==> src/rtl/ula_arbitro.sv <==
// rtl/ula_arbitro.sv - round-robin arbiter and sequencer for the shared 8-bit ULA
module ula_arbitro #(
    parameter int WIDTH = 8,
    parameter int OPW   = 3
) (
    input  logic             clk,
    input  logic             reset,
    input  logic             req0_valid,
    output logic             req0_ready,
    input  logic [WIDTH-1:0] req0_a,
    input  logic [WIDTH-1:0] req0_b,
    input  logic [OPW-1:0]   req0_op,
    output logic             rsp0_valid,
    input  logic             rsp0_ready,
    output logic [WIDTH-1:0] rsp0_result,
    output logic             rsp0_flagz,
    output logic             rsp0_err,
    input  logic             req1_valid,
    output logic             req1_ready,
    input  logic [WIDTH-1:0] req1_a,
    input  logic [WIDTH-1:0] req1_b,
    input  logic [OPW-1:0]   req1_op,
    output logic             rsp1_valid,
    input  logic             rsp1_ready,
    output logic [WIDTH-1:0] rsp1_result,
    output logic             rsp1_flagz,
    output logic             rsp1_err,
    output logic [WIDTH-1:0] ula_srca,
    output logic [WIDTH-1:0] ula_srcb,
    output logic [OPW-1:0]   ula_ctrl,
    input  logic [WIDTH-1:0] ula_result,
    input  logic             ula_flagz,
    output logic             ocupado
);

    localparam logic [OPW-1:0] OP_AND = OPW'(0);
    localparam logic [OPW-1:0] OP_OR  = OPW'(1);
    localparam logic [OPW-1:0] OP_ADD = OPW'(2);
    localparam logic [OPW-1:0] OP_BNE = OPW'(5);
    localparam logic [OPW-1:0] OP_BEQ = OPW'(6);
    localparam logic [OPW-1:0] OP_SLT = OPW'(7);

    typedef enum logic [1:0] {
        IDLE = 2'd0,
        EXEC = 2'd1,
        RESP = 2'd2
    } state_t;

    state_t state;
    state_t state_next;

    logic [WIDTH-1:0] a_q;
    logic [WIDTH-1:0] b_q;
    logic [OPW-1:0]   op_q;
    logic             owner_q;
    logic             last_grant;
    logic [WIDTH-1:0] res_q;
    logic             flagz_q;
    logic             err_q;

    logic grant_valid;
    logic grant_id;
    logic accept;
    logic rsp_fire;
    logic op_legal;
    logic op_is_cmp;

    // Grant selection: a lone requester wins outright, contention goes to whoever was not served last.
    always_comb begin
        grant_valid = req0_valid | req1_valid;
        grant_id    = 1'b0;
        if (req0_valid && req1_valid) begin
            grant_id = ~last_grant;
        end else if (req1_valid) begin
            grant_id = 1'b1;
        end
    end

    assign req0_ready = (state == IDLE) && grant_valid && !grant_id;
    assign req1_ready = (state == IDLE) && grant_valid &&  grant_id;
    assign accept     = (req0_valid && req0_ready) || (req1_valid && req1_ready);
    assign rsp_fire   = (state == RESP) && (owner_q ? rsp1_ready : rsp0_ready);

    // Decode of the latched op: illegal codes never reach the ULA, and the ULA zero flag is only meaningful for compares.
    always_comb begin
        op_legal  = (op_q == OP_AND) || (op_q == OP_OR)  || (op_q == OP_ADD) ||
                    (op_q == OP_BNE) || (op_q == OP_BEQ) || (op_q == OP_SLT);
        op_is_cmp = (op_q == OP_BNE) || (op_q == OP_BEQ);
    end

    // State register.
    always_ff @(posedge clk or posedge reset) begin
        if (reset) begin
            state <= IDLE;
        end else begin
            state <= state_next;
        end
    end

    // Next-state logic: one-cycle execute, response held until the owner consumes it.
    always_comb begin
        state_next = state;
        case (state)
            IDLE:    if (accept)   state_next = EXEC;
            EXEC:                  state_next = RESP;
            RESP:    if (rsp_fire) state_next = IDLE;
            default:               state_next = IDLE;
        endcase
    end

    // Request latch, fairness pointer and response capture.
    always_ff @(posedge clk or posedge reset) begin
        if (reset) begin
            a_q        <= '0;
            b_q        <= '0;
            op_q       <= '0;
            owner_q    <= 1'b0;
            last_grant <= 1'b1;
            res_q      <= '0;
            flagz_q    <= 1'b0;
            err_q      <= 1'b0;
        end else begin
            if (accept) begin
                a_q        <= grant_id ? req1_a  : req0_a;
                b_q        <= grant_id ? req1_b  : req0_b;
                op_q       <= grant_id ? req1_op : req0_op;
                owner_q    <= grant_id;
                last_grant <= grant_id;
            end
            if (state == EXEC) begin
                res_q   <= op_legal ? ula_result : '0;
                flagz_q <= op_legal && op_is_cmp && ula_flagz;
                err_q   <= !op_legal;
            end
        end
    end

    assign ula_srca = ((state == EXEC) && op_legal) ? a_q  : '0;
    assign ula_srcb = ((state == EXEC) && op_legal) ? b_q  : '0;
    assign ula_ctrl = ((state == EXEC) && op_legal) ? op_q : '0;

    assign rsp0_valid  = (state == RESP) && !owner_q;
    assign rsp1_valid  = (state == RESP) &&  owner_q;
    assign rsp0_result = res_q;
    assign rsp1_result = res_q;
    assign rsp0_flagz  = flagz_q;
    assign rsp1_flagz  = flagz_q;
    assign rsp0_err    = err_q;
    assign rsp1_err    = err_q;

    assign ocupado = (state != IDLE);

endmodule
==> config.mk <==
export PLATFORM = sky130hd
export DESIGN_NAME = ula_arbitro
export DESIGN_NICKNAME = d
export VERILOG_FILES = /design/src/rtl/ula_arbitro.sv
export SDC_FILE = /design/constraint.sdc
export NUM_CORES = 1
export LEC_CHECK = 0
export ABC_CLOCK_PERIOD_IN_PS = 1550
export BUFFER_PORTS_ARGS = -buffer_cell sky130_fd_sc_hd__buf_2
export CAP_MARGIN = 0
export CORE_UTILIZATION = 30
export CTS_CLUSTER_DIAMETER = 200
export DETAILED_ROUTE_END_ITERATION = 8
export GPL_ROUTABILITY_DRIVEN = 0
export PLACE_DENSITY_LB_ADDON = 0.3
export SETUP_SLACK_MARGIN = 0.15
export SYNTH_ARGS = -nofsm -noshare
export SYNTH_HDL_FRONTEND = slang
export SYNTH_SLANG_ARGS = --single-unit
==> constraint.sdc <==
create_clock -name clk -period 1.55 [get_ports clk]
set_input_delay 0.0775 -clock clk [delete_from_list [all_inputs] [get_ports clk]]
set_output_delay 0.0775 -clock clk [all_outputs]
set_load 0.05 [all_outputs]
# == Yosys cells after proc, flatten, opt, wreduce, memory -nomap -nowiden ==
# Index checks and enable logic that the tools add are counted.
# word_totals
ff_bits,33
in_bits,53
wordCells,59
# op_classes
n_reduce_logical,26
muxes,13
n_bitwise,2
n_eq_ne,9
# ops
op,n
8-bit two-way mux,5
1-bit logical AND,12
3-bit equality test (second input constant),3
1-bit logical OR,7
3-bit two-way mux,2
2-bit one-hot mux with 3 select lines,1
2-bit two-way mux,2
2-bit != test (second input constant),2
3-bit by 1-bit equality test with 1-bit output (second input constant),1
3-bit by 2-bit equality test with 1-bit output (second input constant),1
1-bit logical NOT,3
3-bit logical NOT,1
1-bit two-way mux,3
2-bit by 1-bit equality test with 1-bit output (second input constant),1
2-bit equality test (second input constant),1
2-bit logical NOT,1
2-bit AND reduction,1
2-bit nonzero test,1
1-bit inverter,1
1-bit bitwise OR,1

# == Logic depth before layout (Yosys ltp) ==
# Gate-level depths: netlist of run 1.
# logic_depth
word_depth,8
mapped_depth,4
ltp_nobuf,3

# == Worst setup path before layout of run 1 ==
# No wires, ideal clock.
# synth_timing
kind,flip-flop to output port
from,register state[1]
to,output ula_ctrl[2]
required_ns,1.472
slack_ns,0.005
path_stages_with_launch,4
n_path_buf,1
t_arrival_ns,1.468
cell_sequence,dfrtp_1 > nand2b_2 > buf_2 > nor2_1
# synth_via
elab_chain_len,3
# synth_lines
item,line_no,text
start: declaration,49,state_t state;
start signal: assignment,96,state <= state_next;
2-bit by 1-bit equality test with 1-bit output,140,assign ula_ctrl = ((state == EXEC) && op_legal) ? op_q : '0;
1-bit logical AND,140,
3-bit two-way mux,140,
end: declaration,30,"output logic [OPW-1:0] ula_ctrl,"
# No other way between the ends.

# == Worst setup path after layout of run 1 ==
# layout_timing
from,register op_q[1]
to,output ula_srca[1]
# layout_via
elab_chain_len,8
# layout_lines
item,line_no,text
start: declaration,54,logic [OPW-1:0] op_q;
start signal: assignment,126,op_q <= grant_id ? req1_op : req0_op;
3-bit by 1-bit equality test with 1-bit output or 3-bit logical NOT (tied branches),86,op_legal = (op_q == OP_AND) || (op_q == OP_OR) || (op_q == OP_ADD) ||
1-bit logical OR (3 in a row),86,
1-bit logical OR,87,(op_q == OP_BNE) || (op_q == OP_BEQ) || (op_q == OP_SLT);
1-bit logical OR *,87,
1-bit logical AND *,138,assign ula_srca = ((state == EXEC) && op_legal) ? a_q : '0;
8-bit two-way mux *,138,
end: declaration,28,"output logic [WIDTH-1:0] ula_srca,"
# Mark *: on every way between the ends. The rest lies on a longest branch, timed or not.

==> metrics.txt, run 1 <==
Peak VDD IR=1.389 mV; final setup fails=19; Max Slew Vio Count=0; DRC violation count after routing=0; Distinct cells, synth=27; Layout Nets=316; Area Growth Syn to Fin=66.32%; LEAKAGE=0.001473 µW; Worst Path Required=1.47 ns; initial antenna violation count=0; crit path max-delay cell type=dfrtp_1; worst hold margin=0.01957 ns; Seq/Total Area, Yosys=0.4959; Vias per Instance=4.913; H-tree depth=2; WP data arrival=1.57 ns; final wirelength=5050 µm; die height=76.56 µm; area of the multi-input gates=785.8 µm²; Synth Area per Inst=11.42 µm²; outcome=finished, violations left; met1 usage=0.2102; Die W=76.56 µm; Fin Setup TNS=-1.418 ns; fill count=490; Top Usage Layer GRT=met2; CTS tree=built; Reg area=828.3 µm²; period utilization=1.066; top cell type by total area after synthesis=dfrtp_1; worst slew pin tran=0.2925 ns; peak clock frequency supported by timing=0.6055 GHz; M3 GR Usage=0.05509; mapped cell area=0.001668 mm²; relative slew slack=0.8050; share of cells above drive strength 1=0.6364; TritonCTS Sinks=33; Total Routing Usage GR=0.1661; critical-path cell list=a21o_1, a21oi_4, buf_12, and2_2, buf_6; Hold Violations, Final=0; Ports=97; CP endpoint kind=output port; Die ar.=0.005861 mm²; IO Port Bufs=96; vias in the first global route=1573; antenna viol nets, final=0; final worst slack=-0.1016 ns; top post-synthesis cells by area=dfrtp_1, a221o_1, and2_1; grt met2 use=0.2703; critical path startpoint category=flip-flop; critical path's largest stage delay=0.40 ns; Clock Tree Buf Depth=2; Initial Util=0.3184; area share of the largest cell type after synthesis=0.4801; Worst Path Max Fanout=20; vias after detailed routing=1641; Post-DP HPWL=3215 µm; first-pass GRT wire length=7603 µm; row cnt=26; syn_nets=199; clock transition at the registers of the reported paths=0.07 ns; largest net degree at the start of global routing=23; Worst Skew=0.009274 ns; max cap viols=0; failing checks=setup timing; YS warnings=0; CTS root buf=clkbuf_8; TritonCTS Buffers=5; drt pass-1 iters=4; Mapped Cells=146; Core ar.=0.005238 mm²; Setup Crit Path Kind=flip-flop to output port; antenna diode count=0; routed length per placed instance=15.12 µm; post-synthesis sequential element count=33; Initial DRC Count=73; gr ovfl total=0; worst min-delay path category=input pin to flip-flop; RSZ-0062 raised after global routing=true; Final min period=1.652 ns; worst slack, placed=0.1053 ns; worst skew pair latency=0.28 ns; PD cells=2377 mW/mm²
## worst max-delay path: cells and delay by family (launching register included)
kind                   cells  cell delay, ns
DFF                        1            0.40
AOI/OAI and AO/OA          2            0.40
buffers and inverters      2            0.32
and+or+nand+nor            1            0.16
## metrics by stage
stage | util | total power, µW | instance area (µm²) | instances
after global placement | 0.4185 | 4896 | 2192 | 302
after detailed placement | 0.4185 | 4936 | 2192 | 302
after global routing | 0.5296 | 6938 | 2774 | 334
final | 0.5296 | 6593 | 2774 | 334
after floorplan | - | 4315 | 1694 | 146
after CTS | 0.4883 | 6137 | 2557 | 319
## sequential cells by signal, summed over array words and instances (netlist names)
signal and flops:
rsp0_err 1, rsp0_flagz 1, op_q 3, state 2, b_q 8, last_grant 1, rsp0_result 8, a_q 8
owner_q 1
## placed cells by master (no fill, tap or decap), drive strengths merged
cell / count
dfstp: 1
a21boi: 1
and2: 19
a21o: 3
xor2: 1
clkbuf: 9
a221o: 19
nand2b: 3
a22o: 8
dlygate4sd3: 1
o21ai: 7
a21oi: 2
nand3: 1
inv: 5
nand2: 1
dfrtp: 32
nor2: 4
and3: 22
mux2: 1
buf: 124
## layer usage
metal	vias up	part of all wire
met3	4	0.058
li1	768	-
met4	0	0.0077
met1	798	0.45
met2	71	0.48
met5	-	0
## report_power, final
group	switching, µW	internal (µW)	total, µW	leakage (µW)
clock network	304	362	666	0.0000455
logic	2540	1820	4350	0.00102
registers	291	1280	1580	0.000409
## worst paths after layout
| check | to | depth (start not counted) | startpoint | slack [ns] |
|---|---|---|---|---|
| max reg2reg | op_q[1] | 6 | state[1] | 0.09 |
| min reg2reg | b_q[0] | 1 | b_q[0] | 0.50 |
| max in group asynchronous | last_grant | 4 | reset | 0.87 |
| min in group asynchronous | state[1] | 4 | reset | 0.34 |
| min | b_q[2] | 2 | req0_b[2] | 0.02 |
| max | ula_srca[1] | 5 | op_q[1] | -0.10 |
## cells by family (layout without fill, tap and decap cells)
kind of cell / count (synthesis) / after routing / synth area share
flops: 33 / 33 / 0.4959
mux: 1 / 1 / 0.006751
simple gates: 48 / 50 / 0.1808
xor+xnor: 1 / 1 / 0.005252
buf+inv: 26 / 139 / 0.1103
compound gates: 37 / 40 / 0.2010
## cells in the mapped netlist
library cell,count
clkbuf_1,2
xor2_1,1
a22o_1,8
a21o_1,3
dfrtp_1,32
buf_6,6
and3_1,19
nand2b_1,2
buf_2,3
a21oi_1,1
nand2_1,1
buf_4,10
o21ai_2,1
a221o_1,19
a21boi_1,1
and3_4,1
nor2_4,1
inv_1,5
mux2_2,1
nor2_1,3
nand3_1,1
a21oi_4,1
nand2b_2,1
o21ai_1,1
dfstp_2,1
o21ai_0,2
and2_1,19
## timing repair
item,4_1_cts,5_1_grt
pin swaps,12,15
cloned,2,5
endpoints found under the hold margin,32,0
hold buffers,1,0
setup endpoints to repair,40,43
buffers inserted,6,10
gates resized for setup,62,25
## layout make-up
type                            count  area share
Multi-Input combinational cell     92      0.2833
Inverter                            5    0.006766
Clock buffer                        8     0.03248
Sequential cell                    33      0.2986
Tap cell                           70     0.03157
Timing Repair Buffer              126      0.3473
Power figures use the tool's default switching activity.
==> run 2: changes to the inputs <==
--- a/config.mk
+++ b/config.mk
@@ -5,7 +5,7 @@
 export SDC_FILE = /design/constraint.sdc
 export NUM_CORES = 1
 export LEC_CHECK = 0
-export ABC_CLOCK_PERIOD_IN_PS = 1550
+export ABC_CLOCK_PERIOD_IN_PS = 2000
 export BUFFER_PORTS_ARGS = -buffer_cell sky130_fd_sc_hd__buf_2
 export CAP_MARGIN = 0
 export CORE_UTILIZATION = 30
==> constraint.sdc (replaced) <==
create_clock -name clk -period 2 [get_ports clk]
set_input_delay 0.1 -clock clk [delete_from_list [all_inputs] [get_ports clk]]
set_output_delay 0.1 -clock clk [all_outputs]
set_load 0.05 [all_outputs]
==> metrics.txt, run 2 (same netlist as run 1, synthesis figures left out) <==
IO Port Bufs=96 (unchanged); final wirelength=4118 µm (-18%); clock transition at the registers of the reported paths=0.07 ns (about the same); antenna diode count=0 (unchanged); largest net degree at the start of global routing=34 (+48%); Vias per Instance=4.694 (-4.5%); share of cells above drive strength 1=0.5063 (-0.1300); critical path startpoint category=flip-flop; r2r setup slk=0.43 ns (+0.34 ns); Setup Crit Path Kind=flip-flop to output port; Hold Violations, Final=0 (unchanged); Final min period=1.771 ns; row cnt=26 (unchanged); Max Slew Vio Count=0 (unchanged); relative slew slack=0.3939 (-0.4111); worst min-delay path category=input pin to flip-flop; vias in the first global route=1405 (-11%); antenna viol nets, final=0 (unchanged); initial antenna violation count=0 (unchanged); RSZ-0062 raised after global routing=true; die height=76.56 µm (unchanged); Placed Cells=296 (-2.0%); Die ar.=0.005861 mm² (unchanged); placed cell area=0.002121 mm² (-3.3%); fill count=519 (+5.9%); CP endpoint kind=output port; worst slew pin tran=0.9091 ns (+0.6165 ns); H-tree depth=2 (unchanged); gr ovfl total=0 (unchanged); area of the multi-input gates=671.9 µm² (-14%); outcome=completed; LEAKAGE=0.001290 µW (-12%); Peak VDD IR=0.9143 mV (-34%); worst skew pair latency=0.28 ns (about the same); max cap viols=0 (unchanged); Initial Util=0.3184 (unchanged); Worst Skew=0.005927 ns (-0.003347 ns); most frequent cells in the layout=buf_2, dfrtp_1, and3_1, a221o_1, and2_1; fin area=0.002286 mm² (-18%); first-pass GRT wire length=6686 µm (-12%); Area Growth Syn to Fin=37.06%; Layout Nets=289 (-8.5%); Clock Tree Buf Depth=2 (unchanged); Initial DRC Count=23 (-68%); TritonCTS Sinks=33 (unchanged); Core ar.=0.005238 mm² (unchanged); vias after detailed routing=1441 (-12%); total power=4394 µW (-33%); Reg area=828.3 µm² (unchanged); Worst Path Required=1.90 ns (+0.43 ns); Worst Path Max Fanout=20 (unchanged); CTS root buf=clkbuf_8; Fin Setup TNS=0 ns (+1.418 ns); TritonCTS Buffers=5 (unchanged); PD cells=1922 mW/mm² (-19%); WP data arrival=1.67 ns (+0.10 ns); drt pass-1 iters=4 (unchanged); Total Routing Usage GR=0.1455 (-0.02059); most common cell after layout, fill and taps aside=buf_2; DRC violation count after routing=0 (unchanged); Die W=76.56 µm (unchanged); Ports=97 (unchanged); period utilization=0.8854; final setup fails=0 (-19); routed length per placed instance=13.41 µm (-11%); CTS tree=built; peak clock frequency supported by timing=0.5647 GHz; Finished Layout Cells=307 (-8.1%)
==> run 2: cell types whose count changed in the layout (fill, tap and decap cells not counted), moves of 4 or more <==
cell / before / now
buf_8: 10 / 0
buf_6: 24 / 0
buf_4: 17 / 7
and2_4: 4 / 0
and2_2: 15 / 0
buf_2: 72 / 93
and2_1: 0 / 19
==> run 2: cell type report <==
cell class                 count  area share
multi-input combinational     87      0.2939
tap                           70     0.03831
clock inverter                 1     0.01314
clock buffer                   7     0.03777
timing repair buffer         104      0.2463
inverter                       5    0.008210
sequential                    33      0.3623
==> run 2: final timing paths <==
check / cells after the start / start / end
setup / recovery: 3 / state[1] / req0_ready
hold / removal: 2 / ula_result[7] / rsp0_result[7]
setup reg to reg: 3 / state[1] / b_q[2]
hold reg to reg: 1 / b_q[6] / b_q[6]
max in group asynchronous: 4 / reset / last_grant
min in group asynchronous: 4 / reset / a_q[6]
==> run 2: report_power, final <==
group | total (µW) | switching (µW) | internal, µW | leakage, µW
clock network | 644 | 238 | 406 | 0.0000585
logic | 2530 | 1720 | 812 | 0.000823
registers | 1220 | 227 | 994 | 0.000409
total | 4390 | 2180 | 2210 | 0.00129
==> run 2: worst max-delay path, cell delays in order, from the launching register on <==
cell and delay (ns):
dfrtp_1 0.42, nor2_4 0.26, and3_4 0.39, buf_2 0.31
==> run 2: metrics by stage <==
step,utilization,hold slack [ns],setup slack [ns]
after floorplan,-,0.2282,0.4325
after global placement,0.4049,0.2197,0.1594
after detailed placement,0.4049,0.2213,0.1381
after CTS,0.4331,0.01999,0.1650
after global routing,0.4365,0.02648,0.1319
final,0.4365,0.03360,0.2293
==> run 2: per-layer routing <==
layer	track usage	wire length [µm]	vias to the layer above
met2	0.2171	1806	67
met3	0.04072	272	9
met1	0.1978	1965	658
li1	-	-	707
met5	0	0	-
met4	0.05769	73	0
==> run 2: what timing repair did <==
item,in CTS,in global routing
cloned,0,0
buffers inserted,2,0
hold endpoints to repair,32,0
pin swaps,1,1
gates resized for setup,2,5
setup endpoints to repair,16,9
hold buffers,1,0
